==> src/rtl/gram_pkg.sv <==
// Shared types and default constants for the frame-buffer SDRAM scheduler.
package gram_pkg;

    localparam int BANK_W_D        = 2;
    localparam int ROWCOL_W_D      = 22;
    localparam int FIFO_AW_D       = 9;
    localparam int BLK_LEN_D       = 256;
    localparam int BLK_PER_FRAME_D = 1200;
    localparam int RD_URGENT_D     = 64;
    localparam int TIMEOUT_D       = 1023;
    // Wide enough for up to 8192 bursts per frame
    localparam int BLK_CNT_W       = 13;

    typedef enum logic {
        GR_WR = 1'b0,
        GR_RD = 1'b1
    } grant_t;

    typedef enum logic [2:0] {
        ST_IDLE    = 3'd0,
        ST_REQ_WR  = 3'd1,
        ST_WAIT_WR = 3'd2,
        ST_REQ_RD  = 3'd3,
        ST_WAIT_RD = 3'd4
    } state_t;

endpackage

==> src/rtl/gram_addr_gen.sv <==
// Burst address generator: block counter, rowcol offset and frame bank.
// CMP_SWAP=1 only flips the bank at frame end when it collides with the other side.
module gram_addr_gen
    import gram_pkg::*;
#(
    parameter int                    BANK_WIDTH    = BANK_W_D,
    parameter int                    ROWCOL_WIDTH  = ROWCOL_W_D,
    parameter int                    BLK_LEN       = BLK_LEN_D,
    parameter int                    BLK_PER_FRAME = BLK_PER_FRAME_D,
    parameter logic [BANK_WIDTH-1:0] RST_BANK      = '0,
    parameter bit                    CMP_SWAP      = 1'b0
) (
    input  logic                    clk,
    input  logic                    rst_n,
    input  logic                    i_advance,
    input  logic [BANK_WIDTH-1:0]   i_other_bank,
    output logic [BANK_WIDTH-1:0]   o_bank,
    output logic [ROWCOL_WIDTH-1:0] o_rowcol,
    output logic                    o_frame_done
);

    logic [BLK_CNT_W-1:0]    r_blk_cnt;
    logic [BANK_WIDTH-1:0]   r_bank;
    logic [ROWCOL_WIDTH-1:0] r_rowcol;
    logic                    r_frame_done;
    logic                    w_last_blk;
    logic                    w_swap;

    assign w_last_blk = (r_blk_cnt == BLK_CNT_W'(BLK_PER_FRAME - 1));
    // Reader keeps re-reading a frame until the writer has moved onto its bank
    assign w_swap     = !CMP_SWAP || (r_bank == i_other_bank);

    always_ff @(posedge clk or negedge rst_n) begin
        if (!rst_n) begin
            r_blk_cnt    <= '0;
            r_bank       <= RST_BANK;
            r_rowcol     <= '0;
            r_frame_done <= 1'b0;
        end else begin
            r_frame_done <= 1'b0;
            if (i_advance) begin
                if (w_last_blk) begin
                    r_blk_cnt    <= '0;
                    r_rowcol     <= '0;
                    r_frame_done <= 1'b1;
                    if (w_swap) begin
                        r_bank <= ~r_bank;
                    end
                end else begin
                    r_blk_cnt <= r_blk_cnt + BLK_CNT_W'(1);
                    r_rowcol  <= r_rowcol + ROWCOL_WIDTH'(BLK_LEN);
                end
            end
        end
    end

    assign o_bank       = r_bank;
    assign o_rowcol     = r_rowcol;
    assign o_frame_done = r_frame_done;

endmodule

==> src/rtl/gram_sched.sv <==
// Single-outstanding-burst scheduler between the camera/VGA FIFOs and the SDRAM core,
// with read-urgency priority, round-robin fairness and a completion watchdog.
module gram_sched
    import gram_pkg::*;
#(
    parameter int BANK_WIDTH    = BANK_W_D,
    parameter int ROWCOL_WIDTH  = ROWCOL_W_D,
    parameter int FIFO_AW       = FIFO_AW_D,
    parameter int BLK_LEN       = BLK_LEN_D,
    parameter int BLK_PER_FRAME = BLK_PER_FRAME_D,
    parameter int RD_URGENT     = RD_URGENT_D,
    parameter int TIMEOUT       = TIMEOUT_D
) (
    input  logic                               clk,
    input  logic                               rst_n,
    input  logic                               init_done,
    input  logic [FIFO_AW-1:0]                 wr_fifo_level,
    input  logic [FIFO_AW-1:0]                 rd_fifo_level,
    input  logic                               wr_busy,
    input  logic                               rd_busy,
    output logic                               wr_request,
    output logic [BANK_WIDTH+ROWCOL_WIDTH-1:0] wr_addr,
    output logic                               rd_request,
    output logic [BANK_WIDTH+ROWCOL_WIDTH-1:0] rd_addr,
    output logic                               wr_frame_done,
    output logic                               rd_frame_done,
    output logic                               timeout_err
);

    localparam int FIFO_DEPTH = 1 << FIFO_AW;
    localparam int WD_W       = $clog2(TIMEOUT + 1);

    state_t                  r_state;
    state_t                  w_state_next;
    grant_t                  r_last_grant;
    logic                    r_seen_busy;
    logic [WD_W-1:0]         r_wdog;
    logic                    r_timeout_err;

    logic                    w_wr_elig;
    logic                    w_rd_elig;
    logic                    w_rd_urgent;
    logic                    w_wait_busy;
    logic                    w_wdog_hit;
    logic                    w_wr_adv;
    logic                    w_rd_adv;
    logic                    w_expire;
    logic [BANK_WIDTH-1:0]   w_wr_bank;
    logic [BANK_WIDTH-1:0]   w_rd_bank;
    logic [ROWCOL_WIDTH-1:0] w_wr_rowcol;
    logic [ROWCOL_WIDTH-1:0] w_rd_rowcol;

    assign w_wr_elig   = init_done && (int'(wr_fifo_level) >= BLK_LEN) && !wr_busy && !rd_busy;
    assign w_rd_elig   = init_done && (int'(rd_fifo_level) <= (FIFO_DEPTH - BLK_LEN))
                         && !wr_busy && !rd_busy;
    assign w_rd_urgent = (int'(rd_fifo_level) < RD_URGENT);
    assign w_wait_busy = (r_state == ST_WAIT_WR) ? wr_busy : rd_busy;
    assign w_wdog_hit  = (r_wdog == WD_W'(TIMEOUT - 1));

    always_comb begin
        w_state_next = r_state;
        w_wr_adv     = 1'b0;
        w_rd_adv     = 1'b0;
        w_expire     = 1'b0;
        case (r_state)
            ST_IDLE: begin
                if (w_rd_elig && w_rd_urgent) begin
                    w_state_next = ST_REQ_RD;
                end else if (w_wr_elig && w_rd_elig) begin
                    w_state_next = (r_last_grant == GR_RD) ? ST_REQ_WR : ST_REQ_RD;
                end else if (w_wr_elig) begin
                    w_state_next = ST_REQ_WR;
                end else if (w_rd_elig) begin
                    w_state_next = ST_REQ_RD;
                end
            end
            ST_REQ_WR: w_state_next = ST_WAIT_WR;
            ST_REQ_RD: w_state_next = ST_WAIT_RD;
            ST_WAIT_WR: begin
                // A genuine completion wins over a watchdog hit in the same cycle
                if (r_seen_busy && !wr_busy) begin
                    w_state_next = ST_IDLE;
                    w_wr_adv     = 1'b1;
                end else if (w_wdog_hit) begin
                    w_state_next = ST_IDLE;
                    w_expire     = 1'b1;
                end
            end
            ST_WAIT_RD: begin
                if (r_seen_busy && !rd_busy) begin
                    w_state_next = ST_IDLE;
                    w_rd_adv     = 1'b1;
                end else if (w_wdog_hit) begin
                    w_state_next = ST_IDLE;
                    w_expire     = 1'b1;
                end
            end
            default: w_state_next = ST_IDLE;
        endcase
    end

    always_ff @(posedge clk or negedge rst_n) begin
        if (!rst_n) begin
            r_state       <= ST_IDLE;
            r_last_grant  <= GR_RD;
            r_seen_busy   <= 1'b0;
            r_wdog        <= '0;
            r_timeout_err <= 1'b0;
        end else begin
            r_state       <= w_state_next;
            r_timeout_err <= w_expire;
            case (r_state)
                ST_REQ_WR, ST_REQ_RD: begin
                    r_last_grant <= (r_state == ST_REQ_WR) ? GR_WR : GR_RD;
                    r_seen_busy  <= 1'b0;
                    r_wdog       <= '0;
                end
                ST_WAIT_WR, ST_WAIT_RD: begin
                    r_seen_busy <= r_seen_busy | w_wait_busy;
                    r_wdog      <= r_wdog + WD_W'(1);
                end
                default: ;
            endcase
        end
    end

    gram_addr_gen #(
        .BANK_WIDTH    (BANK_WIDTH),
        .ROWCOL_WIDTH  (ROWCOL_WIDTH),
        .BLK_LEN       (BLK_LEN),
        .BLK_PER_FRAME (BLK_PER_FRAME),
        .RST_BANK      ({BANK_WIDTH{1'b0}}),
        .CMP_SWAP      (1'b0)
    ) u_wr_addr (
        .clk          (clk),
        .rst_n        (rst_n),
        .i_advance    (w_wr_adv),
        .i_other_bank (w_rd_bank),
        .o_bank       (w_wr_bank),
        .o_rowcol     (w_wr_rowcol),
        .o_frame_done (wr_frame_done)
    );

    gram_addr_gen #(
        .BANK_WIDTH    (BANK_WIDTH),
        .ROWCOL_WIDTH  (ROWCOL_WIDTH),
        .BLK_LEN       (BLK_LEN),
        .BLK_PER_FRAME (BLK_PER_FRAME),
        .RST_BANK      ({BANK_WIDTH{1'b1}}),
        .CMP_SWAP      (1'b1)
    ) u_rd_addr (
        .clk          (clk),
        .rst_n        (rst_n),
        .i_advance    (w_rd_adv),
        .i_other_bank (w_wr_bank),
        .o_bank       (w_rd_bank),
        .o_rowcol     (w_rd_rowcol),
        .o_frame_done (rd_frame_done)
    );

    assign wr_request  = (r_state == ST_REQ_WR);
    assign rd_request  = (r_state == ST_REQ_RD);
    assign wr_addr     = {w_wr_bank, w_wr_rowcol};
    assign rd_addr     = {w_rd_bank, w_rd_rowcol};
    assign timeout_err = r_timeout_err;

endmodule

==> config.mk <==
export PLATFORM = sky130hd
export DESIGN_NAME = gram_sched
export DESIGN_NICKNAME = d
export VERILOG_FILES = /design/src/rtl/gram_pkg.sv /design/src/rtl/gram_addr_gen.sv /design/src/rtl/gram_sched.sv
export SDC_FILE = /design/constraint.sdc
export NUM_CORES = 1
export LEC_CHECK = 0
export BUFFER_PORTS_ARGS = -buffer_cell sky130_fd_sc_hd__buf_2
export CAP_MARGIN = 10
export CORE_ASPECT_RATIO = 1.1
export CORE_MARGIN = 8
export CORE_UTILIZATION = 60
export DETAILED_ROUTE_END_ITERATION = 7
export HOLD_SLACK_MARGIN = 0.03
export PLACE_DENSITY = 0.85
export SLEW_MARGIN = 20
export SYNTH_ARGS = -nofsm -noshare
export SYNTH_HDL_FRONTEND = slang
export SYNTH_SLANG_ARGS = --single-unit
==> constraint.sdc <==
create_clock -name clk -period 5.18 [get_ports clk]
set_clock_uncertainty 0.2 [all_clocks]
set_input_delay 1.036 -clock clk [delete_from_list [all_inputs] [get_ports clk]]
set_output_delay 1.036 -clock clk [all_outputs]
set_load 0.01 [all_outputs]
== Yosys cells after proc, flatten, opt, wreduce, memory -nomap -nowiden ==
Index checks and enable logic that the tools add are counted.

* Logic and storage cells: 80
* Output and inout port bits: 53
* Bits in registers: 92
* Bits of input ports: 23

* Mux-type cells: 29
* Add/sub/neg operators: 5
* Reduce and logical (&&, ||, !) cells: 18
* Bitwise gates (word level): 3
* Magnitude comparators: 3
* Equal/unequal tests: 9

{| class="wikitable"
|+ Operators with widths
! operator !! number
|-
| adder 22 x 9 -> 22 bit, second input constant || 2
|-
| 2-to-1 mux 22 bit || 2
|-
| adder 13 x 1 -> 13 bit, second input constant || 2
|-
| == test 13 x 11 -> 1 bit, second input constant || 2
|-
| 2-to-1 mux 13 bit || 2
|-
| 2-to-1 mux 3 bit || 7
|-
| one-hot mux 10 bit (2 select lines) || 1
|-
| one-hot mux 3 bit (5 select lines) || 1
|-
| 2-to-1 mux 1 bit || 13
|-
| adder 10 x 1 -> 10 bit, second input constant || 1
|-
| == test 10 bit, second input constant || 1
|-
| logical AND 1 bit || 10
|-
| >= comparator 9 bit, second input constant || 1
|-
| less-or-equal comparator 9 bit, second input constant || 1
|-
| < comparator 9 x 7 -> 1 bit, second input constant || 1
|-
| == test 3 x 2 -> 1 bit, second input constant || 2
|-
| inequality test 5 bit, second input constant || 1
|-
| inverter 2 bit || 2
|-
| one-hot mux 1 bit (2 select lines) || 2
|-
| OR reduction 2 bit || 2
|-
| == test 3 x 1 -> 1 bit, second input constant || 1
|-
| == test 3 bit, second input constant || 1
|-
| logical NOT 3 bit || 1
|-
| AND reduction 3 bit || 1
|-
| other kinds (6) || 7
|}

== Depth between registers and ports, before layout ==
* Depth in word-level cells: 9
* Mapped depth: 6
* Gate-level depth less buffers: 6

== Hierarchy ==
Synthesis repeated with hierarchy kept, for this count alone.

* Cells, all modules: 383
* Area total of the unflattened synthesis: 3922.5 um^2

{| class="wikitable"
|+ By module, submodules not included
! module !! area an instance (um^2) !! instances !! sequential area each (um^2) !! cells an instance
|-
| gram_addr_gen at u_wr_addr || 1481.4 || 1 || 750.7 || 140
|-
| gram_addr_gen at u_rd_addr || 1476.4 || 1 || 753.2 || 141
|-
| gram_sched || 964.7 || 1 || 401.6 || 102
|}

== Least setup slack after synthesis ==
Ideal clock, no wire load.

* Path kind: in2reg
* Start point: input port rd_busy
* End point: register u_rd_addr.r_rowcol[21] (netlist: u_rd_addr.o_rowcol[21])
* Buffers on the path: 2
* Required time: 4.902 ns
* Setup slack: 2.482 ns
* Library setup time: 0.078 ns
* Cell stages on the path: 6
* Data arrival time: 2.420 ns
* Cells stage by stage: nand2b_1 clkbuf_1 or3_1 buf_2 or4_1 a21oi_1

* Longest elaborated chain between the ends: 4

{| class="wikitable"
|+ RTL lines
! element !! line !! source
|-
| start: declaration || gram_sched.sv:20 || <nowiki>input logic rd_busy,</nowiki>
|-
| logical NOT 1 bit || gram_sched.sv:90 || <nowiki>if (r_seen_busy && !rd_busy) begin</nowiki>
|-
| logical AND 1 bit || gram_sched.sv:90 ||
|-
| 2-to-1 mux 1 bit || gram_sched.sv:90 ||
|-
| 2-to-1 mux 1 bit || gram_sched.sv:65 || <nowiki>case (r_state)</nowiki>
|-
| end signal: assignment || gram_addr_gen.sv:51 || <nowiki>r_rowcol <= r_rowcol + ROWCOL_WIDTH'(BLK_LEN);</nowiki>
|-
| end: declaration || gram_addr_gen.sv:24 || <nowiki>logic [ROWCOL_WIDTH-1:0] r_rowcol;</nowiki>
|}

Every way passes these cells.
A chain may end at the register's enable or synchronous reset.

== Worst setup path in the final report ==
* Start point: register r_state[2]
* End point: output port rd_request

* Longest elaborated chain between the ends: 1

{| class="wikitable"
|+ RTL lines
! element !! line !! source
|-
| start: declaration || gram_sched.sv:33 || <nowiki>state_t r_state;</nowiki>
|-
| start signal: assignment || gram_sched.sv:110 || <nowiki>r_state <= w_state_next;</nowiki>
|-
| == test 3 x 2 -> 1 bit || gram_sched.sv:162 || <nowiki>assign rd_request = (r_state == ST_REQ_RD);</nowiki>
|-
| end: declaration || gram_sched.sv:23 || <nowiki>output logic rd_request,</nowiki>
|}

Every way passes these cells.

==> summary.md <==
| Metric | Value |
|---|---|
| Outcome | `finished clean` |
| # nets final | `492` |
| Crit path max fanout | `14` |
| Clk Latency, worst-skew pair | `360 ps` |
| Post-CTS Resized | `0` |
| Yosys warnings | `0` |
| Post-CTS Setup Bufs | `0` |
| Share of cells above drive strength 1 | `16.7%` |
| Die Width | `93.7 µm` |
| FP Rows | `31` |
| Slew HR | `43.7%` |
| Worst min path class | `reg -> reg` |
| GP Congestion | `0.921` |
| Arrival time at the worst endpoint | `1850 ps` |
| Max VDD drop | `0.000240 V` |
| RSZ-0062 raised after global routing | `false` |
| Post-synthesis area per instance | `9.75 µm²` |
| Post-synth EDFFs | `0` |
| Max clock buf depth | `2` |
| Crit end category | `output port` |
| Worst path top cell family by delay | `simple AND/OR/NAND/NOR gates` |
| Final setup violation count | `0` |
| Top Ports | `76` |
| Critical Path RT | `3940 ps` |
| Post-Syn Area | `3990 µm²` |
| Synthesis-stage register bit count | `76` |
| Die boundary height | `102 µm` |
| Starting Density | `61.2%` |
| Via-to-Cell Ratio | `5.93` |
| Final ANT Viol Nets | `0` |
| Synth async-reset ratio | `100%` |
| Setup_tns | `0 ps` |
| CP Cell Sequence | `nand2b_1, nor2_1, buf_2` |
| Critical path buffer and inverter count | `1` |
| Hpwl dp | `6230 µm` |
| Leakage | `2.11 nW` |
| Drt pass-1 iters | `4` |
| Port bufs | `51` |
| Initial antenna violation count | `0` |
| Area contributors post-synth | `dfrtp_1, xnor2_1, nand2_1` |
| Crit-path max cell delay | `520 ps` |
| Highest-delay cell along the critical path | `dfrtp_1` |
| Synthesis-to-finish area growth | `13.8%` |
| Final Hold Fails | `0` |
| Inserted Diodes | `0` |
| Tcrit/Tclk final | `59.5%` |
| Vias in the first global route | `3,279` |
| WL final | `8680 µm` |
| Mapped Cells | `409` |
| Die area | `9510 µm²` |
| Max-cap violation count | `0` |
| Yosys top cell area share | `45.8%` |
| Slew @ Worst Pin | `823 ps` |
| Max-slew violations | `0` |
| Wire per inst | `15.8 µm` |
| DRC viols | `0` |
| Min Tclk post-route | `3080 ps` |
| Cell taking the most area after synthesis | `dfrtp_1` |
| Largest net degree at the start of global routing | `34` |
| CTS tree | `yes` |
| First-pass GRT wire length | `14,700 µm` |
| CTS Hold Bufs | `0` |
| Crit path launch type | `flop` |
| Synth Flop Type | `dfrtp_1` |
| GRT Util Overall | `19.1%` |
| Commonest non-fill, non-tap cell in the layout | `dfrtp_1` |
| Worst setup path category | `reg -> out` |
| Fmax | `324 MHz` |
| DR iter-0 viols | `149` |
| H-tree levels | `3` |
| Grt ovf | `0` |
| Fillers | `509` |
| Root Buffer | `clkbuf_8` |
| Synth unique cells | `48` |
| CTS Sinks | `76` |
| Most frequent cells in the layout | `dfrtp_1, buf_2, nand2_1` |
| Seq/Total Area, Yosys | `47.8%` |
| Num CTS Buffers | `9` |
| Post-layout power | `1.66 mW` |
| Floorplan Core Area | `6520 µm²` |
| Power per cell area | `365 nW/µm²` |
| Via count | `3,259` |
| Clk pin slew, worst setup/hold paths | `80 ps` |
[report_power, final]
group	total (mW)	internal, mW	switching (mW)	leakage (nW)
logic	0.288	0.118	0.170	0.961
clock network	0.598	0.371	0.227	0.131
registers	0.769	0.665	0.103	1.02
total	1.66	1.15	0.501	2.11
[state kept, by name, indices dropped and copies added, names as in the netlist]
| signal | count |
|---|---|
| u_rd_addr.o_frame_done | 1 |
| u_wr_addr.o_bank | 2 |
| timeout_err | 1 |
| r_wdog | 10 |
| u_rd_addr.o_bank | 2 |
| r_last_grant | 1 |
| u_rd_addr.o_rowcol | 14 |
| r_state | 3 |
| u_wr_addr.o_rowcol | 14 |
| u_rd_addr.r_blk_cnt | 13 |
| u_wr_addr.r_blk_cnt | 13 |
| u_wr_addr.o_frame_done | 1 |
| r_seen_busy | 1 |
[cells in the mapped netlist, drive strengths merged (3+ instances only)]
cell type and instances:
nand3 26, nor4b 5, o31ai 10, or4 9
nand2b 5, nand4 15, a21oi 14, and2 4
dfstp 3, inv 10, ha 6, mux2i 6
buf 23, xor2 14, a22o 4, o21ai 19
nor3 6, or3 10, nor3b 3, dfrtp 73
nor4 12, and3 7, nor2 31, xnor2 23
clkbuf 4, nor2b 3, nand2 36, and4 6
[metal layers]
metal  track usage, %  wire length (µm)
met5                0                 0
met4             7.81               149
met3             4.74               446
met2             31.7              4350
met1             23.1              3730
[kinds of logic after synthesis]
group	after synthesis	synth area share, %
and+or+nand+nor	184	25.5
DFF	76	47.8
AOI/OAI and AO/OA	62	9.88
xor gates and xnor gates	37	8.13
buffers and inverters	37	5.21
adders and majority gates	6	1.88
muxes	6	1.51
other	1	0.0940
[final cells by class]
cell class	count	area, µm²	area share, %
multi-input combinational	311	1930	42.5
timing repair buffer	55	298	6.56
sequential	76	1910	42.0
inverter	10	37.5	0.827
clock buffer	10	128	2.81
clock inverter	6	138	3.03
tap	82	103	2.26
[worst paths after layout]
path | from | cells past startpoint | slack, ps | end
max in group asynchronous | rst_n | 3 | 3390 | r_last_grant
min in group asynchronous | rst_n | 1 | 410 | u_wr_addr.o_bank[0]
hold / removal | r_wdog[9] | 1 | 280 | r_wdog[9]
hold reg to reg | r_wdog[9] | 1 | 280 | r_wdog[9]
setup reg to reg | r_state[2] | 4 | 2640 | u_rd_addr.o_rowcol[21]
setup / recovery | r_state[2] | 3 | 2100 | rd_request
[through the flow]
step	cells	area [µm²]	hold WS (ps)	worst slack [ps]	util (%)
CTS	550	4540	285	2120	69.7
global placement	533	4250	261	2290	65.3
global route	550	4540	329	1930	69.7
floorplan	424	4040	238	2480	-
detailed placement	534	4270	267	2220	65.6
finish	550	4540	280	2100	69.7
Power figures use the tool's default switching activity.
